[config.mk]
export PLATFORM = sky130hd
export DESIGN_NAME = key_epoch_scheduler
export DESIGN_NICKNAME = d
export VERILOG_FILES = /design/src/rtl/key_epoch_scheduler.sv
export SDC_FILE = /design/constraint.sdc
export NUM_CORES = 1
export LEC_CHECK = 0
export ABC_AREA = 1
export CAP_MARGIN = 20
export CORE_ASPECT_RATIO = 1.2
export CORE_MARGIN = 2
export CORE_UTILIZATION = 30
export DETAILED_ROUTE_END_ITERATION = 10
export SLEW_MARGIN = 5
export SYNTH_ARGS = -nofsm -noshare
export SYNTH_HDL_FRONTEND = slang
export SYNTH_SLANG_ARGS = --single-unit
[constraint.sdc]
create_clock -name sys_clk -period 2 [get_ports sys_clk]
set_input_delay 0.5 -clock sys_clk [delete_from_list [all_inputs] [get_ports sys_clk]]
set_output_delay 0.5 -clock sys_clk [all_outputs]
set_load 0.02 [all_outputs]
[src/rtl/key_epoch_scheduler.sv]
// Key rotation sequencer for the key fob.
// Turns the divider's clk_5s and clk_500Hz levels plus the user rekey level
// into single-cycle events, runs a req/ack handshake with the key generator
// (with an ack timeout), installs each returned key, and scans the installed
// key nibble by nibble onto the hex display.
//
// state | meaning
// ------+--------------------------------------------------------------
// IDLE  | no request outstanding; waiting for a pending trigger
// REQ   | gen_req high, waiting for gen_ack or for the ack timeout
// HOLD  | key installed, waiting for the generator to drop gen_ack
module key_epoch_scheduler #(
    parameter int EPOCH_W     = 32,
    parameter int DIGITS      = 4,
    parameter int ACK_TIMEOUT = 1000,
    localparam int KEY_W      = 4 * DIGITS
) (
    input  logic               sys_clk,
    input  logic               rst,
    input  logic               clk_5s,
    input  logic               clk_500Hz,
    input  logic               force_rekey,
    output logic               gen_req,
    output logic [EPOCH_W-1:0] gen_epoch,
    input  logic               gen_ack,
    input  logic [KEY_W-1:0]   gen_key,
    output logic [KEY_W-1:0]   cur_key,
    output logic               key_valid,
    output logic [EPOCH_W-1:0] epoch,
    output logic               timeout_err,
    output logic [DIGITS-1:0]  digit_sel,
    output logic [3:0]         digit_val
);

    localparam int TMO_W = $clog2(ACK_TIMEOUT + 1);
    localparam int IDX_W = (DIGITS > 1) ? $clog2(DIGITS) : 1;

    localparam logic [EPOCH_W-1:0] EPOCH_ONE = {{(EPOCH_W-1){1'b0}}, 1'b1};
    localparam logic [TMO_W-1:0]   TMO_ONE   = {{(TMO_W-1){1'b0}}, 1'b1};
    localparam logic [TMO_W-1:0]   TMO_LIMIT = TMO_W'(ACK_TIMEOUT);
    localparam logic [IDX_W-1:0]   IDX_ONE   = {{(IDX_W-1){1'b0}}, 1'b1};
    localparam logic [IDX_W-1:0]   IDX_LAST  = IDX_W'(DIGITS - 1);
    localparam logic [DIGITS-1:0]  SEL_ONE   = {{(DIGITS-1){1'b0}}, 1'b1};

    typedef enum logic [1:0] {
        IDLE = 2'd0,
        REQ  = 2'd1,
        HOLD = 2'd2
    } state_t;

    state_t             state_q;
    logic               pending_q;
    logic               gen_req_q;
    logic [EPOCH_W-1:0] gen_epoch_q;
    logic [KEY_W-1:0]   cur_key_q;
    logic               key_valid_q;
    logic [EPOCH_W-1:0] epoch_q;
    logic               timeout_err_q;
    logic [TMO_W-1:0]   tmo_cnt_q;
    logic [TMO_W-1:0]   tmo_cnt_d;

    logic               hist_5s_q;
    logic               hist_500_q;
    logic               hist_force_q;
    logic               evt_5s;
    logic               evt_500;
    logic               evt_force;
    logic               trigger;

    logic [IDX_W-1:0]   scan_idx_q;
    logic [IDX_W-1:0]   scan_idx_d;
    logic [DIGITS-1:0]  digit_sel_q;
    logic [3:0]         digit_val_q;
    logic [KEY_W-1:0]   key_shifted;

    // Input history; loading the live inputs during reset as well means no
    // edge is reported on the first cycle after rst falls.
    always_ff @(posedge sys_clk) begin
        hist_5s_q    <= clk_5s;
        hist_500_q   <= clk_500Hz;
        hist_force_q <= force_rekey;
    end

    // Rising-edge events and the combined rekey trigger.
    always_comb begin
        evt_5s    = clk_5s & ~hist_5s_q;
        evt_500   = clk_500Hz & ~hist_500_q;
        evt_force = force_rekey & ~hist_force_q;
        trigger   = evt_5s | evt_force;
        tmo_cnt_d = tmo_cnt_q + TMO_ONE;
    end

    // Handshake FSM with pending-trigger coalescing, timeout and key install.
    always_ff @(posedge sys_clk) begin
        if (rst) begin
            state_q       <= IDLE;
            pending_q     <= 1'b1;
            gen_req_q     <= 1'b0;
            gen_epoch_q   <= EPOCH_ONE;
            cur_key_q     <= '0;
            key_valid_q   <= 1'b0;
            epoch_q       <= '0;
            timeout_err_q <= 1'b0;
            tmo_cnt_q     <= '0;
        end else begin
            // Triggers arriving while busy collapse into one pending flag;
            // IDLE below overrides this when it consumes the trigger directly.
            if (trigger) begin
                pending_q <= 1'b1;
            end
            case (state_q)
                IDLE: begin
                    if (pending_q || trigger) begin
                        pending_q   <= 1'b0;
                        state_q     <= REQ;
                        gen_req_q   <= 1'b1;
                        gen_epoch_q <= epoch_q + EPOCH_ONE;
                        tmo_cnt_q   <= '0;
                    end
                end
                REQ: begin
                    // Ack is checked first so an ack landing on the final
                    // timeout cycle still installs the key without an error.
                    if (gen_ack) begin
                        cur_key_q   <= gen_key;
                        key_valid_q <= 1'b1;
                        epoch_q     <= epoch_q + EPOCH_ONE;
                        gen_req_q   <= 1'b0;
                        state_q     <= HOLD;
                    end else begin
                        tmo_cnt_q <= tmo_cnt_d;
                        if (tmo_cnt_d == TMO_LIMIT) begin
                            gen_req_q     <= 1'b0;
                            timeout_err_q <= 1'b1;
                            state_q       <= IDLE;
                        end
                    end
                end
                HOLD: begin
                    if (!gen_ack) begin
                        state_q <= IDLE;
                    end
                end
                default: begin
                    state_q   <= IDLE;
                    gen_req_q <= 1'b0;
                end
            endcase
        end
    end

    // Next scan position: advance on each 500 Hz edge, wrapping after the
    // last digit. The key nibble is picked from the next index so the
    // displayed digit follows the scan edge without an extra cycle of lag.
    always_comb begin
        scan_idx_d = scan_idx_q;
        if (evt_500) begin
            scan_idx_d = (scan_idx_q == IDX_LAST) ? '0 : scan_idx_q + IDX_ONE;
        end
        key_shifted = cur_key_q >> {scan_idx_d, 2'b00};
    end

    // Display scan registers; blanked until the first key is installed.
    always_ff @(posedge sys_clk) begin
        if (rst) begin
            scan_idx_q  <= '0;
            digit_sel_q <= '0;
            digit_val_q <= '0;
        end else begin
            scan_idx_q <= scan_idx_d;
            if (key_valid_q) begin
                digit_sel_q <= SEL_ONE << scan_idx_d;
                digit_val_q <= key_shifted[3:0];
            end else begin
                digit_sel_q <= '0;
                digit_val_q <= '0;
            end
        end
    end

    assign gen_req     = gen_req_q;
    assign gen_epoch   = gen_epoch_q;
    assign cur_key     = cur_key_q;
    assign key_valid   = key_valid_q;
    assign epoch       = epoch_q;
    assign timeout_err = timeout_err_q;
    assign digit_sel   = digit_sel_q;
    assign digit_val   = digit_val_q;

endmodule

==> PnR_summary.wiki, run 1 <==
{| class="wikitable"
! Metric !! Value
|-
| Worst setup slack before clock tree synthesis || -0.195 ns
|-
| Dominant cell type by area after synthesis || sky130_fd_sc_hd__dfxtp_1
|-
| Share of the clock period used by the worst path after layout || 97.1%
|-
| Run status || finished clean
|-
| Max-slew headroom || 60.3%
|-
| Count of yosys warnings during synthesis || 0
|-
| Number of synthesized flops with an enable pin || 0
|-
| Share of flip-flops with an asynchronous set or reset || 0%
|-
| Total die area || 18,100 um2
|-
| Required arrival time at the worst endpoint || 1.50 ns
|-
| Maximum operating frequency || 515 MHz
|-
| Clock slew at the register clock pins of the worst setup and hold paths || 0.07 ns
|-
| Switching fraction of total power || 30.6%
|-
| Leakage power summed over all cells || 3.33 nW
|-
| Most common cell in the synthesized netlist || sky130_fd_sc_hd__nor2_1
|-
| Int Pwr || 4.09 mW
|-
| Count of maximum capacitance violations || 0
|-
| Clock group share of total power || 33.4%
|-
| Worst IR Drop VDD || 0.411 mV
|-
| Via total after detailed routing || 5,013
|-
| Sequential area share after synthesis || 42.7%
|-
| WL per Instance || 13.8 um
|-
| Setup Buffers After CTS || 0
|-
| CTS H-tree depth || 3
|-
| Vias in the first global route || 4,713
|-
| Wire length of the first global-routing pass || 23.4 mm
|-
| DRC || 0
|-
| Nets || 882
|-
| Effective utilization at floorplan || 30.4%
|-
| Predominant post-synthesis flop cell || sky130_fd_sc_hd__dfxtp_1
|-
| Post-synthesis cell area || 5110 um2
|-
| Power share of the combinational group || 23.6%
|-
| Final weighted congestion of routability-driven global placement || 0.838
|-
| Max Fanout on Critical Path || 7
|-
| Count of hold-fix buffers inserted at cts || 0
|-
| Antenna diodes || 0
|-
| #FFs+latches synth || 109
|-
| Number of buffers on the longest clock path || 2
|-
| Kind of end point of the critical path || output pin
|-
| Number of buffers inserted during clock tree synthesis || 9
|-
| Share of final-layout standard cells stronger than drive strength 1 || 10.2%
|-
| Remaining antenna violation count after routing || 0
|-
| Number of setup violations in the final report || 0
|-
| Total nets after synthesis || 748
|-
| Power Dens Cells || 838 nW/um2
|-
| Clock insertion delay at the later pin of the skew report || 0.36 ns
|-
| Area growth, synth to finish || 37.8%
|-
| Delay of the slowest cell on the worst path || 0.65 ns
|-
| Clock tree sinks || 109
|-
| GRT Residual Overflow || 0
|-
| Family with the most delay on the worst path || buffers and inverters
|-
| DR iter-0 viols || 267
|-
| Final count of hold timing violations || 0
|-
| Total routing resource utilization after global routing || 16.7%
|-
| Number of antenna violations at the first check in global routing || 0
|-
| Worst-path cell chain || clkdlybuf4s50_1
|-
| Number of max-slew violations in the final report || 0
|-
| Clock period minus final worst setup slack || 1.94 ns
|-
| Maximum number of pins on one net before global-route repair || 54
|-
| Slowest CP cell || sky130_fd_sc_hd__clkdlybuf4s50_1
|-
| Post-route cell area || 7030 um2
|-
| Startpoint kind of the worst setup timing path || register
|-
| Half-perimeter wire length of the detailed placement result || 11.1 mm
|-
| Worst Hold Class || input port to register
|-
| Worst path bufs/invs || 1
|-
| Switching component of the power || 1.81 mW
|-
| Final clock skew || 0.00973 ns
|-
| Cell count after synthesis || 723
|-
| Unique masters post-synth || 42
|-
| Buffers on Ports || 112
|-
| Synth cell count leaders || sky130_fd_sc_hd__nor2_1, sky130_fd_sc_hd__nand2_1, sky130_fd_sc_hd__dfxtp_1, sky130_fd_sc_hd__inv_1, sky130_fd_sc_hd__o21ai_0
|-
| Chip height || 147 um
|-
| Final Core Density || 41.9%
|-
| Sequential power share || 43.0%
|-
| Placed instance area || 6680 um2
|-
| Data arrival time of the critical path || 1.44 ns
|-
| Final WS setup || 0.0572 ns
|-
| Cell types occupying the most area after synthesis || sky130_fd_sc_hd__dfxtp_1, sky130_fd_sc_hd__nor2_1, sky130_fd_sc_hd__nand2_1, sky130_fd_sc_hd__inv_1, sky130_fd_sc_hd__o21ai_0
|-
| Area fraction of the dominant cell type after synthesis || 42.7%
|-
| Library cell used as clock root buffer || sky130_fd_sc_hd__clkbuf_16
|-
| Rows || 52
|-
| Post-Synthesis Mean Instance Area || 7.06 um2
|-
| Core ar. || 16,800 um2
|-
| DIE WIDTH || 123 um
|-
| Detailed-routing iteration count for the pre-antenna-repair pass || 4
|-
| CTS tree || yes
|-
| Number of resized instances in the post-cts repair step || 4
|-
| Crit path kind || register to output pin
|-
| Transition time at the pin with the least slew margin || 0.595 ns
|-
| Detailed Route WL || 14.9 mm
|-
| Number of vias per cell || 4.65
|-
| I/O pin count || 113
|}
layout by cell type (no fill, tap or decap), drive strengths merged, types with 11 or more instances in the layout:
| cell type | netlist | layout |
|---|---|---|
| xor2 | 14 | 14 |
| nand4 | 12 | 12 |
| nand2 | 120 | 120 |
| o211ai | 11 | 11 |
| o21ai | 66 | 66 |
| nor3 | 17 | 17 |
| nand3 | 43 | 43 |
| nor2 | 128 | 128 |
| buf | 11 | 38 |
| clkdlybuf4s50 | 0 | 98 |
| inv | 110 | 112 |
| dfxtp | 109 | 109 |
| a21oi | 41 | 41 |
final cells by class:
class	instances	area, um2
multi-input cells	476	2400
well taps	216	270
fillers	1805	9750
repair buffers	149	1440
clock buffers	9	225
flip-flops and latches	109	2180
clock inverters	7	96.3
inverters	112	420
final timing paths:
path | endpoint | from | depth (start not counted) | slack (ns)
worst max-delay path | epoch[23] | epoch[23] | 1 | 0.06
worst max register to register | gen_epoch[20] | epoch[0] | 12 | 0.16
worst min register to register | gen_epoch[3] | gen_epoch[3] | 2 | 0.48
worst min-delay path | scan_idx_q[1] | rst | 2 | 0.35
cells by family (layout without fill, tap and decap cells):
group                      Yosys count  count (layout)  synth area share (%)
AOI/OAI and AO/OA                  125             125                  13.1
DFF                                109             109                  42.7
adders and majority gates            3               3                 0.735
and+or+nand+nor                    332             332                  30.1
xor gates and xnor gates            16              16                  2.89
buffers and inverters              138             277                  10.4
per-layer routing:
layer  routed length [um]  GRT usage [%]  part of all wire, %
met1                 6440           20.4                   43
met2                 7240           28.7                   49
met3                  841           3.57                  5.7
met4                  321           5.45                  2.2
met5                    0              0                    0
state kept, by name (all words and copies together), names as in the netlist, 2 cells and up:
signal and flops:
cur_key 16, digit_sel 4, digit_val 4, epoch 32, gen_epoch 32, scan_idx_q 2, state_q 2, tmo_cnt_q 10
stage by stage:
step | hold slack (ns) | total power, mW | std cells | setup TNS (ns)
global route | 0.357 | 6.20 | 1078 | -0.00355
global placement | 0.459 | 4.00 | 1062 | -4.06
floorplan | 0.454 | 3.31 | 723 | 0
finish | 0.354 | 5.90 | 1078 | 0
detailed placement | 0.469 | 4.00 | 1062 | -5.92
CTS | 0.342 | 5.97 | 1078 | 0
power groups by stage:
| stage | registers [mW] | clock network (mW) | logic [mW] |
|---|---|---|---|
| 2_1_floorplan | 2.78 | 0 | 0.525 |
| 6_report | 2.54 | 1.97 | 1.39 |
| 5_1_grt | 2.57 | 2.10 | 1.53 |
| 3_5_place_dp | 2.59 | 0 | 1.41 |
| 3_3_place_gp | 2.60 | 0 | 1.40 |
| 4_1_cts | 2.54 | 2.02 | 1.41 |
No activity file was read; power rests on OpenSTA's default activity.
==> run 2, diff against run 1 <==
--- a/config.mk
+++ b/config.mk
@@ -11,6 +11,7 @@
 export CORE_MARGIN = 2
 export CORE_UTILIZATION = 30
 export DETAILED_ROUTE_END_ITERATION = 10
+export REMOVE_ABC_BUFFERS = 1
 export SLEW_MARGIN = 5
 export SYNTH_ARGS = -nofsm -noshare
 export SYNTH_HDL_FRONTEND = slang
==> run 2 against run 1 <==
Critical path depth is the same. Worst setup slack worse by 0.0089 ns. Combinational power is essentially flat. Count of clock-buffer cells in the layout unchanged. Highest routed layer unchanged. Flip-flop and latch count unchanged.
==> PnR_summary.wiki, run 2 (synthesized netlist as in run 1, its figures left out) <==
{| class="wikitable"
! Metric !! Value
|-
| Number of setup violations in the final report || 0 (unchanged)
|-
| CTS H-tree depth || 3 (unchanged)
|-
| Wire length of the first global-routing pass || 23.2 mm (-0.85%)
|-
| Hold slack final || 0.462 ns (+0.108 ns)
|-
| Int Pwr || 4.06 mW (-0.66%)
|-
| Sequential power share || 43.3% (+0.3 points)
|-
| Rows || 52 (unchanged)
|-
| RSZ-0062 raised after global routing || false
|-
| Maximum number of pins on one net before global-route repair || 54 (unchanged)
|-
| Buffers on Ports || 112 (unchanged)
|-
| Clock group share of total power || 33.5% (about the same)
|-
| Worst Hold Class || register to register
|-
| Library cell used as clock root buffer || sky130_fd_sc_hd__clkbuf_16
|-
| Most common cell after layout, fill and taps aside || sky130_fd_sc_hd__nor2_1
|-
| Final weighted congestion of routability-driven global placement || 0.813 (-3.1%)
|-
| CTS tree || yes
|-
| Effective utilization at floorplan || 30.4% (unchanged)
|-
| Number of max-slew violations in the final report || 0 (unchanged)
|-
| Startpoint kind of the worst setup timing path || register
|-
| Clock slew at the register clock pins of the worst setup and hold paths || 0.08 ns (about the same)
|-
| Final WS setup || 0.0482 ns (-0.00892 ns)
|-
| Remaining antenna violation count after routing || 0 (unchanged)
|-
| Vias in the first global route || 4,694 (-0.40%)
|-
| GRT Residual Overflow || 0 (unchanged)
|-
| Clock period minus final worst setup slack || 1.95 ns (+0.00892 ns)
|-
| Kind of end point of the critical path || output pin
|-
| Number of vias per cell || 4.59 (-1.3%)
|-
| Switching component of the power || 1.81 mW (+0.19%)
|-
| Via total after detailed routing || 4,883 (-2.6%)
|-
| Total routing resource utilization after global routing || 16.4% (-0.26 points)
|-
| Fillcell total || 1,762 (-2.4%)
|-
| Chip height || 147 um (unchanged)
|-
| Final clock skew || 0.00847 ns (-0.00126 ns)
|-
| Detailed Route WL || 14.6 mm (-1.5%)
|-
| Clock tree sinks || 109 (unchanged)
|-
| Power share of the combinational group || 23.1% (-0.5 points)
|-
| Power Dens Cells || 846 nW/um2 (+0.89%)
|-
| Delay of the slowest cell on the worst path || 0.65 ns (about the same)
|-
| Number of buffers on the longest clock path || 2 (unchanged)
|-
| Share of the clock period used by the worst path after layout || 97.6% (+0.45 points)
|-
| Run status || finished clean
|-
| Area growth, synth to finish || 36.0%
|-
| Total area of sequential cells || 2180 um2 (about the same)
|-
| Share of final-layout standard cells stronger than drive strength 1 || 8.84% (-1.4 points)
|-
| Post-route setup TNS || 0 ns (unchanged)
|-
| Antenna diodes || 0 (unchanged)
|-
| Crit path kind || register to output pin
|-
| DIE WIDTH || 123 um (unchanged)
|-
| Worst-path cell chain || clkdlybuf4s50_1
|-
| Switching fraction of total power || 30.8% (+0.18 points)
|-
| Overall power of the completed layout || 5.87 mW (-0.40%)
|-
| Total die area || 18,100 um2 (unchanged)
|-
| Final non-filler cell total || 1,064 (-1.3%)
|-
| Clock insertion delay at the later pin of the skew report || 0.35 ns (about the same)
|-
| Worst IR Drop VDD || 0.407 mV (-0.96%)
|-
| I/O pin count || 113 (unchanged)
|-
| Transition time at the pin with the least slew margin || 0.464 ns (-0.132 ns)
|-
| Setup Buffers After CTS || 0 (unchanged)
|-
| Cells after DPL || 1,048 (-1.3%)
|-
| Max Fanout on Critical Path || 5 (-2)
|-
| Count of maximum capacitance violations || 0 (unchanged)
|-
| Nets || 868 (-1.6%)
|-
| Number of buffers inserted during clock tree synthesis || 9 (unchanged)
|-
| Leakage power summed over all cells || 3.20 nW (-3.9%)
|-
| DRC || 0 (unchanged)
|-
| Family with the most delay on the worst path || buffers and inverters
|-
| Core ar. || 16,800 um2 (unchanged)
|-
| Maximum operating frequency || 512 MHz (-0.46%)
|-
| Final count of hold timing violations || 0 (unchanged)
|-
| Worst setup slack before clock tree synthesis || -0.219 ns (-0.0232 ns)
|-
| Number of antenna violations at the first check in global routing || 0 (unchanged)
|-
| Area taken by multi-input logic gates || 2390 um2 (-0.36%)
|-
| WL per Instance || 13.8 um (-0.19%)
|-
| Slowest CP cell || sky130_fd_sc_hd__clkdlybuf4s50_1
|-
| Required arrival time at the worst endpoint || 1.50 ns (about the same)
|-
| Data arrival time of the critical path || 1.45 ns (about the same)
|-
| Detailed-routing iteration count for the pre-antenna-repair pass || 4 (unchanged)
|-
| Half-perimeter wire length of the detailed placement result || 10.5 mm (-5.2%)
|-
| Commonest cells after routing, fill and taps aside || sky130_fd_sc_hd__nor2_1, sky130_fd_sc_hd__nand2_1, sky130_fd_sc_hd__dfxtp_1
|-
| DR iter-0 viols || 225 (-16%)
|-
| Max-slew headroom || 69.1% (+8.8 points)
|-
| Worst path bufs/invs || 1 (unchanged)
|}
## run 2: power groups by stage
stage | logic (mW) | clock network [mW] | registers (mW)
6_report | 1.36 | 1.97 | 2.55
5_1_grt | 1.50 | 2.11 | 2.57
4_1_cts | 1.37 | 2.02 | 2.55
3_5_place_dp | 1.37 | 0 | 2.60
3_3_place_gp | 1.36 | 0 | 2.60
2_1_floorplan | 0.479 | 0 | 2.78
## run 2: area by class of cell
class / instances / share of cell area, %
Tap cell: 216 / 3.89
Clock buffer: 9 / 3.24
Inverter: 112 / 6.11
Timing Repair Buffer: 135 / 19.4
Multi-Input combinational cell: 476 / 34.5
Clock inverter: 7 / 1.42
Sequential cell: 109 / 31.4
## run 2: per-stage QoR
stage	instance area, um2	utilization, %
6_report	6940	41.4
4_1_cts	6920	41.2
2_1_floorplan	4990	-
3_5_place_dp	6600	39.3
5_1_grt	6940	41.4
3_3_place_gp	6600	39.3
## run 2: routing by layer
metal  track usage (%)  vias up  share of wire [%]
met2              28.0      117                 48
li1                  -     2536                  -
met4              5.45        0                1.6
met5                 0        -                  0
met1              20.1     2216                 44
met3              3.84       14                6.2
## run 2: path summary, 6_finish.rpt
check	from	endpoint	slack, ns	depth (start not counted)
worst max-delay path	epoch[25]	epoch[25]	0.05	1
worst min register to register	gen_req	gen_req	0.46	2
worst max register to register	epoch[0]	epoch[18]	0.20	11
worst min-delay path	gen_req	gen_req	0.46	2
## run 2: timing repair
action,4_1_cts,5_1_grt
hold endpoints to repair,0,0
gates resized for setup,6,10
setup endpoints to repair,6,17
hold buffers,0,0
## run 2: worst register-to-register path, cell delays in order (launching register included)
cell	delay, ns
sky130_fd_sc_hd__dfxtp_1	0.34
sky130_fd_sc_hd__ha_1	0.22
sky130_fd_sc_hd__nand2_1	0.10
sky130_fd_sc_hd__nor3_2	0.25
sky130_fd_sc_hd__nand2_1	0.16
sky130_fd_sc_hd__nor3_2	0.16
sky130_fd_sc_hd__nand2_1	0.09
sky130_fd_sc_hd__inv_1	0.09
sky130_fd_sc_hd__nor2_1	0.05
sky130_fd_sc_hd__nor2_1	0.16
sky130_fd_sc_hd__o21ai_1	0.09
sky130_fd_sc_hd__inv_1	0.05
==> run 3, diff against run 2 <==
==> constraint.sdc (replaced) <==
create_clock -name sys_clk -period 2 [get_ports sys_clk]
set_input_delay 0.5 -clock sys_clk [delete_from_list [all_inputs] [get_ports sys_clk]]
set_output_delay 0.5 -clock sys_clk [all_outputs]
set_load 0.05 [all_outputs]
==> run 3 against run 2 <==
Wire length increased by 1.2%. First-iteration DRC count increased by 8.9%. Critical path depth unchanged. Global-route usage grew 0.57 points. Clock power grew 6%. Count of clock-buffer cells in the layout stayed put. Worst setup slack improved by 0.0037 ns. Critical endpoint is now digit_sel[1]. Maximum frequency up 0.19%. Final cell count is 0.56% higher. Largest cell class unchanged.
==> PnR_summary.wiki, run 3 (synthesized netlist as in run 1, its figures left out) <==
{| class="wikitable"
! Metric !! Value
|-
| Clock slew at the register clock pins of the worst setup and hold paths || 0.07 ns (about the same)
|-
| WL per Instance || 13.8 um (+0.60%)
|-
| I/O pin count || 113 (unchanged)
|-
| DRC || 0 (unchanged)
|-
| Run status || finished clean
|-
| Final Core Density || 40.7% (-0.63 points)
|-
| Worst IR Drop VDD || 0.414 mV (+1.7%)
|-
| Vias in the first global route || 4,737 (+0.92%)
|-
| Final clock skew || 0.00912 ns (+0.000655 ns)
|-
| Via total after detailed routing || 4,896 (+0.27%)
|-
| Slowest CP cell || sky130_fd_sc_hd__clkdlybuf4s50_1
|-
| Total area of sequential cells || 2180 um2 (about the same)
|-
| Final count of hold timing violations || 0 (unchanged)
|-
| Number of max-slew violations in the final report || 0 (unchanged)
|-
| GRT Residual Overflow || 0 (unchanged)
|-
| Commonest cells after routing, fill and taps aside || sky130_fd_sc_hd__nor2_1, sky130_fd_sc_hd__nand2_1, sky130_fd_sc_hd__dfxtp_1
|-
| DR iter-0 viols || 245 (+8.9%)
|-
| Total die area || 18,100 um2 (unchanged)
|-
| Final weighted congestion of routability-driven global placement || 0.805 (-0.95%)
|-
| Count of maximum capacitance violations || 0 (unchanged)
|-
| Library cell used as clock root buffer || sky130_fd_sc_hd__clkbuf_16
|-
| Chip height || 147 um (unchanged)
|-
| Detailed-routing iteration count for the pre-antenna-repair pass || 4 (unchanged)
|-
| Overall power of the completed layout || 6.38 mW (+8.6%)
|-
| Hold Path Cell Cnt || 2 (unchanged)
|-
| Effective utilization at floorplan || 30.4% (unchanged)
|-
| Logic depth of the worst path, buffers included || 1 (unchanged)
|-
| Power Dens Cells || 933 nW/um2 (+10%)
|-
| Nets || 874 (+0.69%)
|-
| DIE WIDTH || 123 um (unchanged)
|-
| Reg2reg path depth || 12 (+1)
|-
| Maximum operating frequency || 513 MHz (+0.19%)
|-
| Antenna diodes || 0 (unchanged)
|-
| Clock period minus final worst setup slack || 1.95 ns (-0.00373 ns)
|-
| Clock insertion delay at the later pin of the skew report || 0.36 ns (about the same)
|-
| Clock tree sinks || 109 (unchanged)
|-
| Wire length of the first global-routing pass || 23.9 mm (+2.9%)
|-
| Total routing resource utilization after global routing || 17.0% (+0.57 points)
|-
| Rows || 52 (unchanged)
|-
| Leakage power summed over all cells || 3.40 nW (+6.1%)
|-
| CTS H-tree depth || 3 (unchanged)
|-
| Kind of end point of the critical path || output pin
|-
| RSZ-0062 raised after global routing || false
|-
| Remaining antenna violation count after routing || 0 (unchanged)
|-
| Max Fanout on Critical Path || 1 (-4)
|-
| Number of buffers on the longest clock path || 2 (unchanged)
|-
| Buffers on Ports || 112 (unchanged)
|-
| Crit path kind || register to output pin
|-
| Area taken by multi-input logic gates || 2390 um2 (unchanged)
|-
| Core ar. || 16,800 um2 (unchanged)
|-
| Cells after DPL || 1,054 (+0.57%)
|-
| Worst Hold Class || input port to register
|-
| Data arrival time of the critical path || 1.45 ns (about the same)
|-
| Number of antenna violations at the first check in global routing || 0 (unchanged)
|-
| Worst-path cell chain || clkdlybuf4s50_1
|-
| Transition time at the pin with the least slew margin || 0.517 ns (+0.0530 ns)
|-
| CTS tree || yes
|-
| Fillcell total || 1,783 (+1.2%)
|-
| Share of the clock period used by the worst path after layout || 97.4% (-0.19 points)
|-
| Worst path bufs/invs || 1 (unchanged)
|-
| Detailed Route WL || 14.8 mm (+1.2%)
|-
| Area growth, synth to finish || 33.9%
|-
| Number of vias per cell || 4.58 (-0.30%)
|-
| Final WS setup || 0.0520 ns (+0.00373 ns)
|-
| Delay of the slowest cell on the worst path || 0.79 ns (+0.14 ns)
|-
| Final non-filler cell total || 1,070 (+0.56%)
|-
| Half-perimeter wire length of the detailed placement result || 10.6 mm (+1.2%)
|-
| Required arrival time at the worst endpoint || 1.50 ns (about the same)
|-
| Startpoint kind of the worst setup timing path || register
|-
| Worst setup slack before clock tree synthesis || -0.223 ns (-0.00380 ns)
|-
| Max-slew headroom || 65.5% (-3.6 points)
|-
| Most common cell after layout, fill and taps aside || sky130_fd_sc_hd__nor2_1
|-
| Maximum number of pins on one net before global-route repair || 54 (unchanged)
|-
| Family with the most delay on the worst path || buffers and inverters
|-
| Number of setup violations in the final report || 0 (unchanged)
|-
| Share of final-layout standard cells stronger than drive strength 1 || 18.4% (+9.5 points)
|-
| Number of buffers inserted during clock tree synthesis || 9 (unchanged)
|}
## run 3: routing by layer
metal | vias up | global-route usage (%) | share of wire [%]
li1 | 2560 | - | -
met1 | 2185 | 21.4 | 45
met2 | 135 | 28.8 | 48
met3 | 16 | 2.91 | 5.4
met4 | 0 | 5.97 | 1.5
met5 | - | 0 | 0
## run 3: path summary, 6_finish.rpt
path | endpoint | slack [ns] | startpoint
min reg2reg | gen_req | 0.47 | gen_req
min | scan_idx_q[1] | 0.47 | rst
max reg2reg | epoch[20] | 0.21 | epoch[0]
max | digit_sel[1] | 0.05 | digit_sel[1]
## run 3: timing repair
action	CTS	global route
buffers inserted	0	0
hold buffers	0	0
gates resized for setup	5	8
setup endpoints to repair	5	17
## run 3: per-stage QoR
| step | hold slack [ns] | area (um2) | TNS (ns) |
|---|---|---|---|
| floorplan | 0.448 | 4990 | -8.30 |
| global placement | 0.456 | 6480 | -5.45 |
| detailed placement | 0.460 | 6480 | -7.52 |
| CTS | 0.458 | 6820 | 0 |
| global route | 0.466 | 6840 | 0 |
| finish | 0.467 | 6840 | 0 |
## run 3: layout make-up
cell class,instances,area share (%)
timing repair buffer,141,17.9
multi-input combinational,476,35.0
clock buffer,9,3.29
tap,216,3.95
clock inverter,7,1.79
sequential,109,31.9
inverter,112,6.15
## run 3: power breakdown
part,switching (mW),internal (mW),leakage (nW)
Combinational,1.21,0.547,2.34
Clock,0.855,1.23,0.162
Sequential,0.161,2.37,0.893
